<file path="src/rtl/seg_display_mux.sv">
// Multiplexed seven-segment driver: scans DIGITS hex digits over a shared
// segment bus with PWM brightness, double-buffered display data, per-digit
// decimal point / blanking and optional leading-zero suppression.
module seg_display_mux #(
  parameter int DIGITS         = 4,
  parameter int CLK_DIV        = 1000,
  parameter int BRIGHT_W       = 4,
  parameter bit SEG_ACTIVE_LOW = 1'b1,
  parameter bit DIG_ACTIVE_LOW = 1'b1
) (
  input  logic                  clk,
  input  logic                  rst,
  input  logic                  en,
  input  logic                  load,
  input  logic [4*DIGITS-1:0]   value,
  input  logic [DIGITS-1:0]     dp_in,
  input  logic [DIGITS-1:0]     blank,
  input  logic                  lzb,
  input  logic [BRIGHT_W-1:0]   brightness,
  output logic [6:0]            seg,
  output logic                  dp,
  output logic [DIGITS-1:0]     dig,
  output logic                  frame_done
);

  localparam int PRE_W = $clog2(CLK_DIV);
  localparam int IDX_W = $clog2(DIGITS);
  localparam logic [PRE_W-1:0] PRE_MAX = PRE_W'(CLK_DIV - 1);
  localparam logic [IDX_W-1:0] IDX_MAX = IDX_W'(DIGITS - 1);

  localparam logic [6:0]        SEG_OFF = SEG_ACTIVE_LOW ? 7'h7F : 7'h00;
  localparam logic              DP_OFF  = SEG_ACTIVE_LOW;
  localparam logic [DIGITS-1:0] DIG_OFF = DIG_ACTIVE_LOW ? {DIGITS{1'b1}} : {DIGITS{1'b0}};

  logic [PRE_W-1:0]    presc;
  logic [BRIGHT_W-1:0] sub;
  logic [IDX_W-1:0]    idx;

  logic [4*DIGITS-1:0] pend_val,   sh_val;
  logic [DIGITS-1:0]   pend_dp,    sh_dp;
  logic [DIGITS-1:0]   pend_blank, sh_blank;
  logic                pend_flag;

  logic tick, slot_tick, frame_tick;

  // Timing chain: prescaler tick -> sub-step wrap (slot) -> digit wrap (frame).
  assign tick       = en & (presc == PRE_MAX);
  assign slot_tick  = tick & (&sub);
  assign frame_tick = slot_tick & (idx == IDX_MAX);

  // Scan counters; all held at zero while disabled so re-enable starts at digit 0.
  always_ff @(posedge clk or negedge rst) begin
    if (!rst) begin
      presc <= '0;
      sub   <= '0;
      idx   <= '0;
    end else if (!en) begin
      presc <= '0;
      sub   <= '0;
      idx   <= '0;
    end else begin
      if (tick) begin
        presc <= '0;
        sub   <= sub + 1'b1;
      end else begin
        presc <= presc + 1'b1;
      end
      if (slot_tick) begin
        idx <= (idx == IDX_MAX) ? '0 : idx + 1'b1;
      end
    end
  end

  // Double buffer: loads land in pending; shadow only changes at a frame boundary,
  // or immediately while the scan is stopped since nothing is being displayed.
  always_ff @(posedge clk or negedge rst) begin
    if (!rst) begin
      pend_val   <= '0;
      pend_dp    <= '0;
      pend_blank <= '0;
      sh_val     <= '0;
      sh_dp      <= '0;
      sh_blank   <= '0;
      pend_flag  <= 1'b0;
    end else if (!en) begin
      if (load) begin
        pend_val   <= value;
        pend_dp    <= dp_in;
        pend_blank <= blank;
        sh_val     <= value;
        sh_dp      <= dp_in;
        sh_blank   <= blank;
        pend_flag  <= 1'b0;
      end else if (pend_flag) begin
        sh_val     <= pend_val;
        sh_dp      <= pend_dp;
        sh_blank   <= pend_blank;
        pend_flag  <= 1'b0;
      end
    end else begin
      // Shadow takes the old pending contents even if a load arrives this cycle.
      if (frame_tick && pend_flag) begin
        sh_val   <= pend_val;
        sh_dp    <= pend_dp;
        sh_blank <= pend_blank;
      end
      if (load) begin
        pend_val   <= value;
        pend_dp    <= dp_in;
        pend_blank <= blank;
        pend_flag  <= 1'b1;
      end else if (frame_tick) begin
        pend_flag  <= 1'b0;
      end
    end
  end

  function automatic logic [6:0] hex7(input logic [3:0] n);
    // {g,f,e,d,c,b,a}, active high
    case (n)
      4'h0:    hex7 = 7'h3F;
      4'h1:    hex7 = 7'h06;
      4'h2:    hex7 = 7'h5B;
      4'h3:    hex7 = 7'h4F;
      4'h4:    hex7 = 7'h66;
      4'h5:    hex7 = 7'h6D;
      4'h6:    hex7 = 7'h7D;
      4'h7:    hex7 = 7'h07;
      4'h8:    hex7 = 7'h7F;
      4'h9:    hex7 = 7'h6F;
      4'hA:    hex7 = 7'h77;
      4'hB:    hex7 = 7'h7C;
      4'hC:    hex7 = 7'h39;
      4'hD:    hex7 = 7'h5E;
      4'hE:    hex7 = 7'h79;
      default: hex7 = 7'h71;
    endcase
  endfunction

  logic [DIGITS-1:0] lz_mask;
  logic [3:0]        cur_nib;
  logic              cur_dp, cur_blank, cur_lz, lit;
  logic [DIGITS-1:0] dig_oh;

  // Leading-zero mask: a digit is suppressed when it and every digit above it is zero.
  always_comb begin
    logic zero_above;
    lz_mask    = '0;
    zero_above = 1'b1;
    for (int i = DIGITS - 1; i >= 1; i--) begin
      zero_above = zero_above & (sh_val[i*4 +: 4] == 4'h0);
      lz_mask[i] = lzb & zero_above;
    end
  end

  // Select the shadow data for the digit currently being scanned.
  always_comb begin
    cur_nib   = '0;
    cur_dp    = 1'b0;
    cur_blank = 1'b0;
    cur_lz    = 1'b0;
    for (int i = 0; i < DIGITS; i++) begin
      if (idx == IDX_W'(i)) begin
        cur_nib   = sh_val[i*4 +: 4];
        cur_dp    = sh_dp[i];
        cur_blank = sh_blank[i];
        cur_lz    = lz_mask[i];
      end
    end
  end

  // Last sub-step of each slot is always dark, which keeps adjacent digits from ghosting.
  assign lit    = en & (sub < brightness) & ~cur_blank & ~cur_lz;
  assign dig_oh = DIGITS'(1) << idx;

  // Registered pin drivers with polarity applied at the very end.
  always_ff @(posedge clk or negedge rst) begin
    if (!rst) begin
      seg        <= SEG_OFF;
      dp         <= DP_OFF;
      dig        <= DIG_OFF;
      frame_done <= 1'b0;
    end else begin
      if (lit) begin
        seg <= hex7(cur_nib) ^ {7{SEG_ACTIVE_LOW}};
        dp  <= cur_dp ^ SEG_ACTIVE_LOW;
        dig <= dig_oh ^ {DIGITS{DIG_ACTIVE_LOW}};
      end else begin
        seg <= SEG_OFF;
        dp  <= DP_OFF;
        dig <= DIG_OFF;
      end
      frame_done <= frame_tick;
    end
  end

endmodule

</file>
<file path="config.mk">
export PLATFORM = sky130hd
export DESIGN_NAME = seg_display_mux
export DESIGN_NICKNAME = d
export VERILOG_FILES = /design/src/rtl/seg_display_mux.sv
export SDC_FILE = /design/constraint.sdc
export NUM_CORES = 1
export LEC_CHECK = 0
export BUFFER_PORTS_ARGS = -buffer_cell sky130_fd_sc_hd__buf_4
export CAP_MARGIN = 10
export CORE_ASPECT_RATIO = 1.4
export CORE_MARGIN = 10
export CORE_UTILIZATION = 55
export CTS_CLUSTER_DIAMETER = 80
export DETAILED_ROUTE_END_ITERATION = 8
export MAX_ROUTING_LAYER = met4
export PLACE_DENSITY_LB_ADDON = 0.12
export SYNTH_ARGS = -nofsm -noshare
export SYNTH_HDL_FRONTEND = slang
export SYNTH_SLANG_ARGS = --single-unit
export TNS_END_PERCENT = 20
</file>
<file path="constraint.sdc">
create_clock -name clk -period 2.5 [get_ports clk]
set_input_delay 0.25 -clock clk [delete_from_list [all_inputs] [get_ports clk]]
set_output_delay 0.25 -clock clk [all_outputs]
set_load 0.02 [all_outputs]
</file>
Word-level counts from Yosys, hierarchy flattened. Memory sizes are Yosys's and may differ from the RTL's. Cells that the tools add are included.

Memories kept: 1. Bits in registers: 78. Memory bits (read-only): 112. Output and inout port bits: 13.

Reduce and logical (&&, ||, !) cells: 8. Order comparisons: 1. Add/subtract/negate cells: 3. Shift-type cells: 1. Muxes and demuxes: 41. Eq/ne operators: 8. Bitwise logic cells: 16.

Memory list: (no name shown) (words 16, width 7, read ports 1, clocked after memory_dff 0, wr ports 0, line 120) `case (n)`.

Operator list (count): $mux W16 (4); $mux W4 (15); $mux W10 (2); $mux W1 (15); $mux W7 (2); $logic_not A4 Y1 (3); $and A1 B1 Y1 (11); $add A10 B1 Y10 const B (1); $eq A10 B10 Y1 const B (1); $not A7 Y7 (1); $mux W2 (3); $ne A2 B1 Y1 const B (3); $add A4 B1 Y4 const B (1); $eq A2 B2 Y1 const B (2); $lt A4 B4 Y1 (1); $not A4 Y4 (1); $reduce_and A4 Y1 (1); $shl A1 B2 Y4 const A (1); $ne A3 B1 Y1 const B (1); $not A1 Y1 (3); $reduce_bool A3 Y1 (1); $add A2 B1 Y2 const B (1); $eq A2 B1 Y1 const B (1); $logic_not A2 Y1 (1); other kinds (2) (2).

Longest topological paths before layout. Gate-level depths: netlist (run 1).

Depth after elaboration: 12. Mapped depth: 12.

Worst setup path before layout (run 1). No wires, ideal clock.

Path type: flip-flop to flip-flop. Start point: register idx[1]. End point: register seg[1]. Slack: 0.237 ns. Arrival: 2.164 ns. Library setup time: 0.099 ns. Stages on the path, launching flop included: 12. Period minus slack after synthesis: 2.263 ns. Path through: dfrtp_1 inv_1 ha_1 buf_2 a21oi_1 o21ai_0 a22oi_1 inv_1 ha_1 a2111oi_0 a31oi_1 o311ai_1.

Cells in the longest elaborated chain, start to end: 9. Elaborated cells between the ends (all ways): 23. Those cells by class: eq/ne: 3; mux: 13; bitwise: 5; reduce/logical: 1; memory: 1.

RTL lines: start, declared (line 37) `logic [IDX_W-1:0] idx;`; start signal, assigned (line 69) `idx <= (idx == IDX_MAX) ? '0 : idx + 1'b1;`; $logic_not A2 Y1 (line 163) `if (idx == IDX_W'(i)) begin`; $mux W4 / $mux W1 (equally long branches) (4 in a row) (line 163); $mem_v2 Z16 W7 / $not A1 Y1 (equally long branches); $mux W7 / $and A1 B1 Y1 (equally long branches) (line 184, 173); $not A7 Y7 (no source line) / $and A1 B1 Y1 (equally long branches); $mux W7 * (line 184) `if (lit) begin`; end signal, assigned (line 185) `seg <= hex7(cur_nib) ^ {7{SEG_ACTIVE_LOW}};`; end, declared (line 20) `output logic [6:0] seg,`.

Every way passes the cells marked *; elsewhere a longest branch is shown, timed or not. The select of a mux whose other input is x is not followed. A chain may end at the register's enable or synchronous reset.

Worst setup path after layout (run 1).
Start point: register idx[0]. End point: register seg[1].

Same word-level chain as after synthesis.

==> results.md, run 1 <==
- CP endpoint kind: flip-flop
- Area of the die: 10600 um^2
- CP arrival: 2.49 ns
- Clk_lat worst skew: 0.35 ns
- Die Wd: 90.1 um
- CP startpoint kind: flip-flop
- Synth Instances: 330
- Leak: a little under 2 nW
- Grt ovf: 0
- Worst min path class: in2async
- Clock sink total: 78
- WL final: 7740 um
- Starting Density: 0.568
- Final Max Tran Viols: 0
- Design Area, Final: 4430 um^2
- Final HPWL from detailed placement: around 5500 um
- CTS tree: built
- Gr usage total: 0.157
- RePlAce Congestion: 0.861
- Final setup viols: 0
- Post_cts resized: 0
- Most frequent cells in the layout: 66 x dfrtp_1, 52 x buf_4, 27 x nor2b_1
- Status: complete, no violations
- Mapped Nets: 378
- Synthesized area: ~3800 um^2
- Initial DRC Count: 158
- # Post-CTS Setup Buffers: 0
- Syn_area_per_cell: 11.5 um^2
- Synth cell types: 48
- Area growth syn-to-layout: 17.2%
- Port bufs: 45
- Initial antenna violation count: 0
- Fin crit share: 0.896
- CTS Root Cell: clkbuf_8
- Vias: 2671
- RSZ-0062 raised after global routing: no
- CTS H-tree lvls: 3
- Total Power: roughly 3.0 mW
- Vias/cell: approximately 5.6
- WL/cell: roughly 16 um
- Detail Route Antenna Nets: 0
- Clock slew at reported path FFs: 0.08 ns
- FILL cells: 573
- Maximum vdd ir drop: roughly 0.48 mV
- Achievable frequency: 446 MHz
- Layout cells sized above 1: 0.287
- Synthesis warning total: 0
- Final Hold Fails: 0
- Placeable Area: 6660 um^2
- Total negative slack: 0 ns
- Sequential fraction of the synthesis area: 0.521
- DR pass1 iterations: 4
- Largest net degree at the start of global routing: 78
- Worst-margin pin slew: 0.912 ns
- Power Dens Cells: around 670 nW/um^2
- Nets: about 430
- WP data required: 2.75 ns
- Dpl cell area: 4200 um^2
- Worst Path Max Fanout: 9
- First-pass GRT wire length: approximately 14000 um
- # IOs: 46
- Period minus WS final: 2.24 ns
- Clock tree buffer depth: 2
- DRC: 0
- Max Cap Viol: 0
- Clock skew: 0.0125 ns
- Hold buffers post-CTS: 0
- Relative slew slack: 0.392
- Vias in the first global route: 2810
- Antenna diodes: 0
- Kind of critical path: reg2reg
- Synth Register Bits: roughly 80
- Num rows: 35
- Num CTS Buffers: 9
- Most common cell after layout, fill and taps aside: dfrtp_1
- Die H: between 100 and 150 um
==> path summary, 6_finish.rpt <==
path                          start           to  slack (ns)  depth (start not counted)
min                             rst    sh_val[4]        0.02                          1
max                          idx[0]       seg[1]        0.26                          9
max in group asynchronous       rst       dig[1]        1.79                          2
min in group clk           value[4]  pend_val[4]        0.14                          2
max reg2reg                  idx[0]       seg[1]        0.26                          9
min reg2reg                presc[0]     presc[0]        0.50                          1
==> report_power, final <==
part           switching, mW  internal (mW)
clock network          0.445          0.564
logic                  0.238          0.236
registers             0.0883           1.40
total                  0.772           2.20
==> critical path: stages (launching register included) <==
cell and delay, ns:
dfrtp_1 0.43, inv_1 0.13, ha_2 0.31, nor2_2 0.10, o211ai_1 0.12, o221ai_1 0.21, ha_1 0.35, a2111oi_1 0.30
a31oi_1 0.08, o311ai_1 0.12
==> cell usage after synthesis, drive strengths merged <==
cell type  number  area share
dfrtp          66        0.44
nor2b          27       0.045
a221o          25       0.066
mux2           25       0.075
nand2          25       0.025
ha             15       0.050
inv            13       0.013
o21ai          13       0.017
dfstp          12       0.083
a21oi          11       0.015
buf            11       0.018
nand3          11       0.015
nor2            9       0.012
and3            6      0.0099
xor2            5       0.012
and2            4      0.0066
clkbuf          4      0.0040
nand2b          4      0.0066
o221ai          4      0.0093
a211oi          3      0.0060
and4            3      0.0076
nor4            3      0.0050
o211ai          3      0.0060
or3             3      0.0050
xnor2           3      0.0070
a21o            2      0.0040
mux2i           2      0.0053
nand3b          2      0.0040
nor3            2      0.0026
o211a           2      0.0053
o31ai           2      0.0040
a2111oi         1      0.0023
a21boi          1      0.0020
a22oi           1      0.0020
a31oi           1      0.0017
and4bb          1      0.0033
nand4           1      0.0017
o21a            1      0.0020
o21bai          1      0.0020
o22ai           1      0.0017
o311ai          1      0.0023
==> stage by stage <==
| stage | setup slack [ns] | instances | utilization | hold slack [ns] |
|---|---|---|---|---|
| after global routing | 0.00372 | 475 | 0.665 | 0.0926 |
| after floorplan | 0.237 | 330 | - | -0.0456 |
| final | 0.260 | 475 | 0.665 | 0.0234 |
| after global placement | 0.109 | 459 | 0.631 | 0.444 |
| after detailed placement | 0.0571 | 459 | 0.631 | 0.453 |
| after CTS | 0.0395 | 475 | 0.663 | 0.0630 |
==> cells by family after synthesis <==
group / after synthesis / share of synthesized area
buf+inv: 28 / 0.0351
xor+xnor: 8 / 0.0185
simple gates: 101 / 0.148
mux: 27 / 0.0798
compound gates: 73 / 0.148
flops: 78 / 0.521
fa+ha+maj: 15 / 0.0497
==> state kept, by name, summed over array words and instances (netlist names) <==
signal	cells
sub	4
dp	1
sh_val	16
idx	2
sh_blank	4
sh_dp	4
pend_dp	4
frame_done	1
pend_blank	4
dig	4
presc	10
pend_val	16
pend_flag	1
seg	7
==> layer usage <==
layer	part of all wire	up-vias	GRT usage	routed length (um)
met1	0.45	1307	0.180	3490
met2	0.50	51	0.258	3870
li1	-	1304	-	-
met3	0.038	9	0.0440	294
met5	0	-	-	0
met4	0.011	0	0.0509	87
==> layout make-up <==
| class | instances | area, um^2 | share of cell area |
|---|---|---|---|
| Sequential cell | 78 | 1970 | 0.444 |
| Clock buffer | 11 | 131 | 0.0297 |
| Clock inverter | 5 | 83.8 | 0.0189 |
| Inverter | 13 | 48.8 | 0.0110 |
| Timing Repair Buffer | 52 | 390 | 0.0881 |
| Tap cell | 92 | 115 | 0.0260 |
| Multi-Input combinational cell | 224 | 1690 | 0.382 |
Note: power is estimated with default switching activity, not from simulation.
==> run 2: changes to the inputs <==
Settings changed: ABC_CLOCK_PERIOD_IN_PS set to 2500, MAX_ROUTING_LAYER met4 to not set.
==> run 2 against run 1 <==
Effect of this change:
- wire length about the same
- clock-buffer cell count unchanged
- final cell count stayed put
- worst setup slack got worse by 0.015 ns
- combinational power about the same
- fmax fell by 0.67%
- die area unchanged
==> results.md, run 2 (synthesis results as in run 1) <==
- Status: complete, no violations
- Final Max Tran Viols: 0 (unchanged)
- Num CTS Buffers: 9 (unchanged)
- Period minus WS final: 2.26 ns (+0.0151 ns)
- Final setup viols: 0 (unchanged)
- # IOs: 46 (unchanged)
- CTS Root Cell: clkbuf_8
- CP arrival: 2.51 ns (+0.02 ns)
- Gr usage total: 0.153 (-0.00411)
- CTS H-tree lvls: 3 (unchanged)
- Worst min path class: in2async
- Hold_ws: 0.0269 ns (+0.00355 ns)
- Largest registers: pend_val x16, sh_val x16, presc x10
- Antenna diodes: 0 (unchanged)
- Capture point of the worst reg-to-reg path: seg[1]
- Grt ovf: 0 (unchanged)
- First-pass GRT wire length: 13500 um (unchanged)
- Power Dens Cells: 672 nW/um^2 (about the same)
- Area of the die: 10600 um^2 (unchanged)
- Total negative slack: 0 ns (unchanged)
- WL/cell: 16.3 um (about the same)
- WL final: 7740 um (about the same)
- Initial DRC Count: 161 (+1.9%)
- Vias/cell: 5.65 (+0.49%)
- Buf/Inv on CP: 1 (unchanged)
- Placeable Area: 6660 um^2 (unchanged)
- Dpl cells: 459 (unchanged)
- # Post-CTS Setup Buffers: 0 (unchanged)
- Worst Path Max Fanout: 9 (unchanged)
- Port bufs: 45 (unchanged)
- R2R cell count: 9 (unchanged)
- Maximum vdd ir drop: 0.482 mV (about the same)
- Family with the most delay on the worst path: compound AO/OA/AOI/OAI gates
- Finished Layout Cells: 475 (unchanged)
- RSZ-0062 raised after global routing: no
- Leak: 1.98 nW (unchanged)
- Core Util, Final: 0.665 (unchanged)
- DR pass1 iterations: 4 (unchanged)
- CP endpoint kind: flip-flop
- Clock sink total: 78 (unchanged)
- CP Cell Sequence: inv_1, ha_2, nor2_2, o211ai_1, o221ai_1, ha_1, a2111oi_1, a31oi_1, o311ai_1
- Worst-margin pin slew: 0.905 ns (-0.00701 ns)
- Kind of critical path: reg2reg
- Initial antenna violation count: 0 (unchanged)
- Most common cell after layout, fill and taps aside: dfrtp_1
- Vias in the first global route: 2814 (+0.14%)
- Slowest-stage cell, CP: dfrtp_1
- CTS tree: built
- Relative slew slack: 0.396 (+0.00467)
- Register-to-register path setup slack: 0.24 ns (-0.02 ns)
- Fin crit share: 0.902 (+0.00604)
- Most frequent cells in the layout: 66 x dfrtp_1, 52 x buf_4, 27 x nor2b_1
- R2r startpoint: idx[0]
- Nets: 426 (unchanged)
- Final Hold Fails: 0 (unchanged)
- Achievable frequency: 443 MHz (-0.67%)
- Final HPWL from detailed placement: 5460 um (unchanged)
- Clock tree buffer depth: 2 (unchanged)
- Starting Density: 0.568 (unchanged)
- Largest net degree at the start of global routing: 78 (unchanged)
- Num rows: 35 (unchanged)
- DRC: 0 (unchanged)
- Max Cap Viol: 0 (unchanged)
- RePlAce Congestion: 0.848 (-1.6%)
- Clock skew: 0.0121 ns (-0.000374 ns)
- Delay of the slowest critical-path stage: 0.43 ns (about the same)
- Clk_lat worst skew: 0.35 ns (about the same)
- CP startpoint kind: flip-flop
- Detail Route Antenna Nets: 0 (unchanged)
- Hold buffers post-CTS: 0 (unchanged)
- Layout cells sized above 1: 0.287 (unchanged)
- Die H: 118 um (unchanged)
- WP data required: 2.75 ns (about the same)
- Area growth syn-to-layout: 17.2% (unchanged)
- Die Wd: 90.1 um (unchanged)
- Clock slew at reported path FFs: 0.08 ns (about the same)
- Vias: 2684 (+0.49%)
-- run 2: per-stage QoR --
stage | setup slack [ns] | power (mW) | cell area [um^2]
after detailed placement | 0.0571 | 1.99 | 4200
after floorplan | 0.237 | 1.80 | 3780
final | 0.244 | 2.98 | 4430
after global placement | 0.109 | 1.97 | 4200
after CTS | 0.0395 | 3.00 | 4420
after global routing | 0.00372 | 3.12 | 4430
-- run 2: worst max-delay path by stage --
stage,startpoint,to,slack [ns],cells after the start
2_1_floorplan,idx[1],seg[1],0.24,11
3_3_place_gp,idx[1],seg[1],0.11,8
3_5_place_dp,idx[0],seg[1],0.06,8
4_1_cts,idx[0],seg[1],0.04,8
5_1_grt,idx[1],seg[1],0.004,10
6_report,idx[0],seg[1],0.24,9
-- run 2: power by group --
| part | internal, mW | switching [mW] | total [mW] | leakage (nW) |
|---|---|---|---|---|
| logic | 0.236 | 0.238 | 0.473 | 0.933 |
| registers | 1.40 | 0.0889 | 1.49 | 0.951 |
| clock network | 0.564 | 0.448 | 1.01 | 0.0998 |
| total | 2.20 | 0.774 | 2.98 | 1.98 |
-- run 2: final cells by class --
cell class                 count  area [um^2]
fill                         573         2230
sequential                    78         1970
multi-input combinational    224         1690
timing repair buffer          52          390
clock buffer                  11          131
tap                           92          115
clock inverter                 5         83.8
inverter                      13         48.8
-- run 2: timing repair --
item,in CTS,in global routing
endpoints found under the setup margin,0,5
hold endpoints to repair,0,0
resized for setup,0,6
-- run 2: routing by layer --
layer,up-vias,track usage,part of all wire
met1,1306,0.180,0.44
met2,62,0.257,0.50
met4,0,0.0509,0.013
met5,-,0,0
met3,11,0.0459,0.045
li1,1305,-,-
